$ cat config.mk
export PLATFORM = sky130hd
export DESIGN_NAME = immenc
export DESIGN_NICKNAME = d
export VERILOG_FILES = /design/src/rtl/immenc.sv
export SDC_FILE = /design/constraint.sdc
export NUM_CORES = 1
export LEC_CHECK = 0
export CORE_UTILIZATION = 45
export DETAILED_ROUTE_END_ITERATION = 12
export GPL_TIMING_DRIVEN = 0
export PLACE_DENSITY = 0.78
export SYNTH_ARGS = -nofsm -noshare
export SYNTH_HDL_FRONTEND = slang
export SYNTH_SLANG_ARGS = --single-unit
$ cat constraint.sdc
create_clock -name clk_i -period 2.1 [get_ports clk_i]
set_input_delay 0.525 -clock clk_i [delete_from_list [all_inputs] [get_ports clk_i]]
set_output_delay 0.525 -clock clk_i [all_outputs]
set_load 0.01 [all_outputs]
$ cat src/rtl/immenc.sv
// RV32I instruction encoder: the inverse of the immediate generator.
// Range-checks the immediate and verifies the opcode. Scatters the immediate
// bits into the RV32I field positions through a two-stage valid/ready pipeline.
// Optional macro IMMENC_STATS_EN adds saturating encode/error counters.
module immenc #(
  parameter logic [31:0] ERR_WORD     = 32'h00000013,
  parameter bit          CHECK_OPCODE = 1'b1
) (
  input  logic        clk_i,
  input  logic        rst_ni,
  input  logic        in_valid_i,
  output logic        in_ready_o,
  input  logic [2:0]  fmt_i,
  input  logic [6:0]  opcode_i,
  input  logic [4:0]  rd_i,
  input  logic [4:0]  rs1_i,
  input  logic [4:0]  rs2_i,
  input  logic [2:0]  funct3_i,
  input  logic [6:0]  funct7_i,
  input  logic [31:0] imm_i,
  output logic        out_valid_o,
  input  logic        out_ready_i,
  output logic [31:0] instr_o,
  output logic        err_o
`ifdef IMMENC_STATS_EN
  ,
  output logic [15:0] enc_cnt_o,
  output logic [15:0] err_cnt_o
`endif
);

  localparam logic [2:0] FMT_R = 3'd0;
  localparam logic [2:0] FMT_I = 3'd1;
  localparam logic [2:0] FMT_S = 3'd2;
  localparam logic [2:0] FMT_B = 3'd3;
  localparam logic [2:0] FMT_U = 3'd4;
  localparam logic [2:0] FMT_J = 3'd5;

  // The immediate must be representable in the format's signed field and
  // respect the 2-byte alignment of branch/jump targets.
  function automatic logic imm_range_err(input logic [2:0] fmt, input logic signed [31:0] imm);
    logic e;
    e = 1'b0;
    case (fmt)
      FMT_R:        e = 1'b0;
      FMT_I, FMT_S: e = !((&imm[31:11]) || !(|imm[31:11]));
      FMT_B:        e = !((&imm[31:12]) || !(|imm[31:12])) || imm[0];
      FMT_J:        e = !((&imm[31:20]) || !(|imm[31:20])) || imm[0];
      FMT_U:        e = |imm[11:0];
      default:      e = 1'b1;
    endcase
    return e;
  endfunction

  // Only the major opcodes that actually use a format are accepted with it.
  function automatic logic opcode_err(input logic [2:0] fmt, input logic [6:0] op);
    logic ok;
    ok = 1'b0;
    case (fmt)
      FMT_R:   ok = (op == 7'b0110011);
      FMT_I:   ok = (op == 7'b0000011) || (op == 7'b0010011) || (op == 7'b1100111);
      FMT_S:   ok = (op == 7'b0100011);
      FMT_B:   ok = (op == 7'b1100011);
      FMT_U:   ok = (op == 7'b0110111) || (op == 7'b0010111);
      FMT_J:   ok = (op == 7'b1101111);
      default: ok = 1'b0;
    endcase
    return !ok;
  endfunction

  // Field image of the instruction word for each format.
  function automatic logic [31:0] pack_word(
    input logic [2:0]         fmt,
    input logic [6:0]         op,
    input logic [4:0]         rd,
    input logic [4:0]         rs1,
    input logic [4:0]         rs2,
    input logic [2:0]         f3,
    input logic [6:0]         f7,
    input logic signed [31:0] imm
  );
    logic [31:0] w;
    w = 32'h0;
    case (fmt)
      FMT_R:   w = {f7, rs2, rs1, f3, rd, op};
      FMT_I:   w = {imm[11:0], rs1, f3, rd, op};
      FMT_S:   w = {imm[11:5], rs2, rs1, f3, imm[4:0], op};
      FMT_B:   w = {imm[12], imm[10:5], rs2, rs1, f3, imm[4:1], imm[11], op};
      FMT_U:   w = {imm[31:12], rd, op};
      FMT_J:   w = {imm[20], imm[10:1], imm[11], imm[19:12], rd, op};
      default: w = 32'h0;
    endcase
    return w;
  endfunction

  // Counter increment that sticks at all-ones instead of wrapping.
  function automatic logic [15:0] sat_inc(input logic [15:0] v);
    return (v == 16'hFFFF) ? v : v + 16'd1;
  endfunction

  logic        vld_p1;
  logic        err_p1;
  logic [31:0] img_p1;
  logic        vld_p2;
  logic        err_p2;
  logic [31:0] instr_p2;
  logic        s1_adv;
  logic        s2_adv;
  logic        err_p0;

  assign s2_adv     = !vld_p2 || out_ready_i;
  assign s1_adv     = !vld_p1 || s2_adv;
  assign in_ready_o = s1_adv;
  assign err_p0     = imm_range_err(fmt_i, imm_i) ||
                      (CHECK_OPCODE && opcode_err(fmt_i, opcode_i));

  // ---- stage 1: capture request, range/opcode check, field image ----
  // Stage-1 occupancy; loads the request valid whenever the stage can advance.
  always_ff @(posedge clk_i or negedge rst_ni) begin
    if (!rst_ni) vld_p1 <= 1'b0;
    else if (s1_adv) vld_p1 <= in_valid_i;
  end

  // Stage-1 data is only written on an accepted request.
  always_ff @(posedge clk_i) begin
    if (s1_adv && in_valid_i) begin
      err_p1 <= err_p0;
      img_p1 <= pack_word(fmt_i, opcode_i, rd_i, rs1_i, rs2_i, funct3_i, funct7_i, imm_i);
    end
  end

  // ---- stage 2: final word (error substitution) driving the outputs ----
  // Output register; holds while the consumer stalls, cleared by reset.
  always_ff @(posedge clk_i or negedge rst_ni) begin
    if (!rst_ni) begin
      vld_p2   <= 1'b0;
      err_p2   <= 1'b0;
      instr_p2 <= 32'h0;
    end else if (s2_adv) begin
      vld_p2 <= vld_p1;
      if (vld_p1) begin
        err_p2   <= err_p1;
        instr_p2 <= err_p1 ? ERR_WORD : img_p1;
      end
    end
  end

  assign out_valid_o = vld_p2;
  assign instr_o     = instr_p2;
  assign err_o       = err_p2;

`ifdef IMMENC_STATS_EN
  // Count every output handshake, and separately those carrying an error.
  always_ff @(posedge clk_i or negedge rst_ni) begin
    if (!rst_ni) begin
      enc_cnt_o <= 16'h0;
      err_cnt_o <= 16'h0;
    end else if (vld_p2 && out_ready_i) begin
      enc_cnt_o <= sat_inc(enc_cnt_o);
      if (err_p2) err_cnt_o <= sat_inc(err_cnt_o);
    end
  end
`endif

endmodule

# Word-level counts from Yosys, hierarchy flattened
# Index checks and enable logic that the tools add are counted.
dict set report classes {
  reduce_logical 31
  eq_ne 14
  mux 4
}
# op count
set ops {}
lappend ops {{$pmux 32 s6} 1}
lappend ops {{$mux 32} 1}
lappend ops {{$reduce_or 12->1} 2}
lappend ops {{$eq 7x6->1 const B} 3}
lappend ops {{$eq 7x7->1 const B} 3}
lappend ops {{$reduce_and 21->1} 1}
lappend ops {{$reduce_or 21->1} 1}
lappend ops {{$reduce_and 20->1} 1}
lappend ops {{$reduce_or 20->1} 1}
lappend ops {{$eq 7x5->1 const B} 2}
lappend ops {{$reduce_and 12->1} 1}
lappend ops {{$logic_or 1x1->1} 11}
lappend ops {{$logic_not 1->1} 9}
lappend ops {{$eq 7x2->1 const B} 1}
lappend ops {{$eq 3x2->1 const B} 2}
lappend ops {{$eq 3x3->1 const B} 2}
lappend ops {{$pmux 1 s6} 1}
lappend ops {{$pmux 1 s5} 1}
lappend ops {{$eq 3x1->1 const B} 1}
lappend ops {{$logic_not 3->1} 1}
lappend ops {{$reduce_and 2->1} 1}
lappend ops {{$reduce_or 2->1} 1}
lappend ops {{$logic_and 1x1->1} 1}
dict set report totals {
  inputBits 71
  out_inout_bits 35
  word_cells 55
  reg_bits 68
}

# Logic depth before layout (Yosys ltp)
# Gate-level depths: netlist of run 1.
dict set report logic_depth {
  ltp_word 7
  ltp_mapped 8
  depth_no_buf 7
}

# Worst setup path before layout of run 1
# OpenSTA, ideal clock, no wires.
dict set report synth_path {
  path_kind {input port to flip-flop}
  from {input port fmt_i[2]}
  to {register err_p1 (data pin)}
  path_buffers 2
  required_time_ns 1.833
  path_slack_ns 0.071
  cell_stages 8
  arrival_time_ns 1.762
  cell_sequence {buf_2 clkbuf_1 and2_1 ha_1 nor3_1 a32oi_1 a21oi_1 nand4_1}
}
dict set report synth_between {
  elab_chain_cells 4
}
# item line_no
set synth_lines {}
lappend synth_lines {{start: declaration} 13} ;# input logic [2:0] fmt_i,
lappend synth_lines {{$eq 3x2->1, or another cell as far along} {44, 59}}
lappend synth_lines {{$reduce_or 2->1 or $pmux 1 s6 (tied branches)} {44, 59}}
lappend synth_lines {{$pmux 1 s5 or $logic_not 1->1 (tied branches)} {44, 68}}
lappend synth_lines {{$logic_or 1x1->1 *} 114} ;# assign err_p0 = imm_range_err(fmt_i, imm_i) ||
lappend synth_lines {{via err_p0} 109} ;# logic err_p0;
lappend synth_lines {{end signal: assignment} 127} ;# err_p1 <= err_p0;
lappend synth_lines {{end: declaration} 102} ;# logic err_p1;
# Mark *: on every way through the listed nets, which the timed path passes. The rest lies on a longest branch.
# A chain may end at the register's enable or synchronous reset.

# Worst setup path in the final report of run 1
dict set report layout_path {
  from {input port imm_i[23]}
  to {register err_p1 (data pin)}
}
dict set report layout_between {
  elab_chain_cells 7
}
# item line_no
set layout_lines {}
lappend layout_lines {{start: declaration} 20} ;# input logic [31:0] imm_i,
lappend layout_lines {{$reduce_or 20->1 or $reduce_or 12->1 (tied branches)} {47, 48}}
lappend layout_lines {{$logic_not 1->1, on equally long branches} {47, 48}}
lappend layout_lines {{$logic_or 1x1->1, on equally long branches} {47, 48}}
lappend layout_lines {{$logic_not 1->1, on equally long branches} {47, 48}}
lappend layout_lines {{$logic_or 1x1->1, on equally long branches} {47, 48}}
lappend layout_lines {{$pmux 1 s5 *} 44} ;# case (fmt)
lappend layout_lines {{$logic_or 1x1->1 *} 114}
lappend layout_lines {{via err_p0} 109}
# Marks and branches as above.

==> results of run 1 <==
per-stage QoR:
| stage | setup TNS (ns) | area (sq um) |
|---|---|---|
| 6_report | 0 | 4730 |
| 5_1_grt | 0 | 4730 |
| 4_1_cts | 0 | 4720 |
| 3_5_place_dp | -22.47 | 4550 |
| 3_3_place_gp | -26.76 | 4560 |
| 2_1_floorplan | 0 | 3400 |
metal layers:
layer | share of wire, % | up-vias | track usage (%)
li1 | - | 1462 | -
met5 | 0 | - | 0
met1 | 41 | 1403 | 28.1
met3 | 5.9 | 14 | 3.97
met2 | 52 | 119 | 39.4
met4 | 1.9 | 0 | 7.94
cell usage in the layout, fill, tap and decap left out, types with 2 or more instances in the layout:
| cell | instances |
|---|---|
| nand3b_1 | 2 |
| buf_2 | 8 |
| a22oi_1 | 4 |
| o21ai_1 | 2 |
| nor3_1 | 3 |
| nand2b_1 | 32 |
| dlymetal6s2s_1 | 2 |
| nand4_1 | 8 |
| inv_1 | 14 |
| clkbuf_2 | 2 |
| ha_1 | 2 |
| a31oi_1 | 3 |
| a211oi_1 | 2 |
| o21ai_0 | 60 |
| nand2_1 | 60 |
| clkdlybuf4s50_1 | 98 |
| and2_1 | 5 |
| clkbuf_8 | 10 |
| o21a_1 | 3 |
| dfrtp_1 | 35 |
| edfxtp_1 | 33 |
| buf_1 | 2 |
| clkinv_2 | 2 |
| nor2b_1 | 7 |
| nor4_1 | 7 |
| clkbuf_1 | 17 |
| mux2_2 | 2 |
| a21oi_1 | 10 |
| mux2i_1 | 9 |
| nor2_1 | 18 |
| xnor2_1 | 2 |
power breakdown:
| part | internal [mW] | switching [mW] |
|---|---|---|
| clock network | 0.459 | 0.445 |
| logic | 0.224 | 0.235 |
| registers | 1.48 | 0.0260 |
| total | 2.17 | 0.706 |
final cells by class:
cell class / count / area (sq um) / area share, %
Clock inverter: 2 / 10.0 / 0.211
Multi-Input combinational cell: 252 / 1400 / 29.7
Sequential cell: 68 / 1870 / 39.4
Buffer: 23 / 96.3 / 2.04
Antenna cell: 1 / 2.50 / 0.0529
Tap cell: 99 / 124 / 2.62
Inverter: 14 / 52.6 / 1.11
Timing Repair Buffer: 103 / 1020 / 21.6
Clock buffer: 14 / 153 / 3.22
repair_timing:
action / 4_1_cts / 5_1_grt
setup buffers: 0 / 0
hold buffers: 0 / 0
gates resized for setup: 4 / 8
pin swaps: 0 / 2
endpoints found under the setup margin: 35 / 1
worst reg2reg max path, delay by kind of cell, from the launching register on:
kind	cells	cell delay, ns
flops	1	0.40
simple gates	2	0.78
worst max path at each step:
| stage | start | endpoint | slack, ns | depth (start not counted) |
|---|---|---|---|---|
| detailed placement | out_ready_i | img_p1[19] | -0.59 | 3 |
| floorplan | fmt_i[2] | err_p1 | 0.07 | 8 |
| CTS | fmt_i[2] | err_p1 | 0.05 | 8 |
| global route | imm_i[23] | err_p1 | 0.007 | 6 |
| finish | imm_i[23] | err_p1 | 0.08 | 6 |
| global placement | out_ready_i | img_p1[18] | -0.54 | 3 |
sequential cells by signal, indices dropped and copies added (netlist names):
| name | cells |
|---|---|
| vld_p1 | 1 |
| instr_o | 32 |
| img_p1 | 32 |
| out_valid_o | 1 |
| err_o | 1 |
| err_p1 | 1 |
logic make-up (layout without fill, tap and decap cells):
group,count (synthesis),count (layout),share of synthesized area [%]
fa+ha+maj,2,2,0.735
other cells,0,1,0
xor+xnor,2,2,0.515
flops,68,68,54.9
compound gates,87,87,13.9
mux,11,11,3.31
simple gates,150,150,22.4
buf+inv,37,156,4.34
==> flow_summary.ini, run 1 <==
[worst_setup_path]
slowest_stage = or4_4
crit_path_cell_trace = clkdlybuf4s50_1, or4_4, nor3_4, mux2i_1, a21oi_1, nand4_1
arrival_ns = 2.09
rrSetupSlack_ns = 0.54
critPathBufInv = 1
critical_path_peak_fanout = 3
critical_path_class = input pin to register
r2r-end = img_p1[13]
endpoint_kind = register
crit_path_start_kind = input pin
ff2ff_path_depth = 2
max_stage_delay_ns = 0.53
required_ns = 2.17
path_delay_family = simple AND/OR/NAND/NOR gates
reg2reg_from = out_valid_o

[sta]
rsz0062_at_grt = no
finalHoldViolations = 0
slew_violations = 0
layout_min_cycle_time_ns = 2.02
worst_pin_slew_ns = 0.764
finalCritPeriodShare_pct = 96.2
max_freq_mhz = 495
whs_ns = 0.261
slew_headroom_pct = 49.1
setup_viol = 0
skew_ns = 0.00495
fin_ws_ns = 0.0798

[die]
die-width_um = 89.0
core_area_sq_mm = 0.00729
die_h_um = 89.0
fp.dieArea_sq_mm = 0.00791
ios = 106
row_count = 31
start_util_pct = 46.7

[synth]
yosys_most_used_dff = dfrtp_1
ys_seq_area_share_pct = 54.9
synth_top_area_share_pct = 29.1
synth_common_cells = nand2_1 (60), o21ai_0 (60), dfrtp_1 (35)
syn_inst = 357
synth.distinct_cells = 34
synth_edf_count = 33
syn-cell-area_sq_mm = 0.00340
ys_warn_count = 0
avgSynthCellArea_sq_um = 9.53
async_flop_share_pct = 51.5
synth_area_leaders = edfxtp_1 (29%), dfrtp_1 (26%), o21ai_0 (8.8%)
synthesis.nets = 430
yosysTopAreaCell = edfxtp_1
synth_seq_cells = 68

[clocking]
clock_path_buffers = 2
root_buffer = clkbuf_8
clk_latency_ns = 0.33
htree_levels = 3
tritoncts = done
clkTransAtPathRegs_ns = 0.07
cts_made_buffers = 9
cts.sinks = 68

[final_layout]
finish.utilization_pct = 64.9
syn_to_final_growth_pct = 39.1
fill_cells = 622
nets = 544
layout.cells.non_filler = 576
drive_gt1_share_pct = 6.30

[placement]
gp_congestion = 0.873
placedCellCount = 559
dp_slack_ns = -0.587
io_buffers = 103
hpwlAfterDp_um = 6760

[pwr]
leakagePower_nw = 1.83
power_density_mw_per_mm2 = 607
ir_drop_mv = 0.292
p_total_mw = 2.87

[detailed_routing]
drcViolationCount = 0
via_per_inst = 5.20
first_iter_violations = 184
drtAntennaViolNets = 0
wire_per_inst_um = 15.0
dr_total_vias = 2998
drt_pass1_iterations = 5
wirelength_um = 8640

[global_route]
grt_pass1_vias = 2805
grt_start_max_net_pins = 36
grt-ovfl-total = 0
antenna_found_initial = 0
grt_use_total_pct = 22.4
grt_pass1_wl_um = 13200

[flow_run]
drv_cap = 0

[outcome]
outcome = finished clean

[min_path]
min_path_type = input pin to async pin
Note: power is estimated with default switching activity, not from simulation.
==> inputs of run 2 (changes only) <==
CORE_MARGIN = 2   (was default)
GPL_ROUTABILITY_DRIVEN = 0   (was default)
==> flow_summary.ini, run 2 (synthesis results as in run 1) <==
[worst_setup_path]
reg2reg_from = out_valid_o
crit_path_start_kind = input pin
r2r-end = img_p1[13]
rrSetupSlack_ns = 0.54
endpoint_kind = register
cp.depth = 6
slowest_stage = or4_4
critPathBufInv = 1
path_delay_family = simple AND/OR/NAND/NOR gates
ff2ff_path_depth = 2
endpoint = err_p1
critical_path_peak_fanout = 3
max_stage_delay_ns = 0.53
critical_path_class = input pin to register
required_ns = 2.17
arrival_ns = 2.06
setup.worst_path.start = imm_i[23]
crit_path_cell_trace = clkdlybuf4s50_1, or4_4, nor3_4, mux2i_1, a21oi_1, nand4_1

[global_route]
grt_pass1_vias = 2975
grt_pass1_wl_um = 14200
antenna_found_initial = 0
grt-ovfl-total = 0
grt_use_total_pct = 21.8
grt_start_max_net_pins = 36

[pwr]
power_density_mw_per_mm2 = 653
ir_drop_mv = 0.323
pwr-share-comb_pct = 14.7
p_total_mw = 3.14
p_sw_mw = 0.735
power_frac_seq_pct = 48.1
swShare_pct = 23.4
clkPwrFrac_pct = 37.2
leakagePower_nw = 1.87
intPower_mw = 2.40

[detailed_routing]
dr_total_vias = 2996
drt_pass1_iterations = 5
drcViolationCount = 0
first_iter_violations = 132
drtAntennaViolNets = 0
wire_per_inst_um = 15.3
via_per_inst = 5.21
wirelength_um = 8800

[sta]
whs_ns = 0.251
layout_min_cycle_time_ns = 1.98
worst_pin_slew_ns = 0.754
finalHoldViolations = 0
finalCritPeriodShare_pct = 94.5
skew_ns = 0.00856
slew_violations = 0
slew_headroom_pct = 49.7
setup_viol = 0
max_freq_mhz = 504

[clocking]
cts_made_buffers = 9
clkTransAtPathRegs_ns = 0.07
root_buffer = clkbuf_8
htree_levels = 3
tritoncts = done
cts.sinks = 68
cts-hold-fix-buffers = 0
clock_path_buffers = 2
clk_latency_ns = 0.34

[die]
die_h_um = 91.0
die-width_um = 91.0
row_count = 31
fp.dieArea_sq_mm = 0.00827
core_area_sq_mm = 0.00729
start_util_pct = 46.7
ios = 106

[outcome]
outcome = finished clean

[flow_run]
drv_cap = 0

[placement]
hpwlAfterDp_um = 6750
placedCellCount = 559
io_buffers = 103

[final_layout]
fill_cells = 608
antenna_cells = 0
nets = 544
syn_to_final_growth_pct = 41.2
finish.utilization_pct = 65.9
layout.cells.non_filler = 575
final_cell_mix = clkdlybuf4s50_1 (98), o21ai_0 (60), nand2_1 (60)
layout_commonest_cell = clkdlybuf4s50_1
drive_gt1_share_pct = 7.14

[min_path]
min_path_type = input pin to async pin
run 2: changes by cell type in the layout (fill, tap and decap cells not counted), sizes merged:
| cell | delta |
|---|---|
| clkinvlp | +1 |
| bufinv | +2 |
| clkbuf | -3 |
| diode | -1 |
run 2: area by class of cell:
class / count / area (sq um) / area share [%]
Sequential cell: 68 / 1870 / 38.8
Multi-Input combinational cell: 252 / 1420 / 29.6
Tap cell: 99 / 124 / 2.58
Inverter: 14 / 52.6 / 1.09
Clock buffer: 11 / 141 / 2.94
Clock inverter: 5 / 76.3 / 1.59
Buffer: 23 / 98.8 / 2.06
Timing Repair Buffer: 103 / 1020 / 21.3
run 2: stage by stage:
step	cell area [sq um]	TNS [ns]	setup slack (ns)
2_1_floorplan	3400	0	0.0708
3_3_place_gp	4560	-26.79	-0.546
3_5_place_dp	4550	-21.42	-0.556
4_1_cts	4770	0	0.0820
5_1_grt	4810	-0.00912	-0.00912
6_report	4810	0	0.115
run 2: worst min path at each step:
| stage | end | slack, ns | cells after the start |
|---|---|---|---|
| after detailed placement | instr_o[9] | 0.47 | 2 |
| after global routing | instr_o[1] | 0.32 | 1 |
| final | out_valid_o | 0.25 | 1 |
| after global placement | instr_o[14] | 0.46 | 2 |
| after CTS | instr_o[30] | 0.26 | 1 |
| after floorplan | err_o | 0.23 | 0 |
run 2: worst reg2reg max path: stages, from the launching register on:
cell      delay [ns]
dfrtp_1         0.40
nand3b_1        0.13
and2_2          0.66
run 2: what timing repair did:
item / in CTS / in global routing
buffers inserted: 0 / 0
endpoints found under the setup margin: 35 / 1
gates resized for setup: 3 / 14
pin swaps: 0 / 2
run 2: layer usage:
metal	vias up	track usage (%)	routed length, um
met5	-	0	0
met4	0	10.6	203
met3	19	2.99	474
met2	109	38.0	4500
met1	1396	26.6	3620
li1	1472	-	-
run 2: power groups by stage:
stage | Combinational [mW] | Sequential [mW] | Clock, mW
CTS | 0.457 | 1.51 | 1.18
global placement | 0.447 | 1.54 | 0
finish | 0.461 | 1.51 | 1.17
detailed placement | 0.456 | 1.54 | 0
floorplan | 0.181 | 1.54 | 0
global route | 0.506 | 1.52 | 1.23
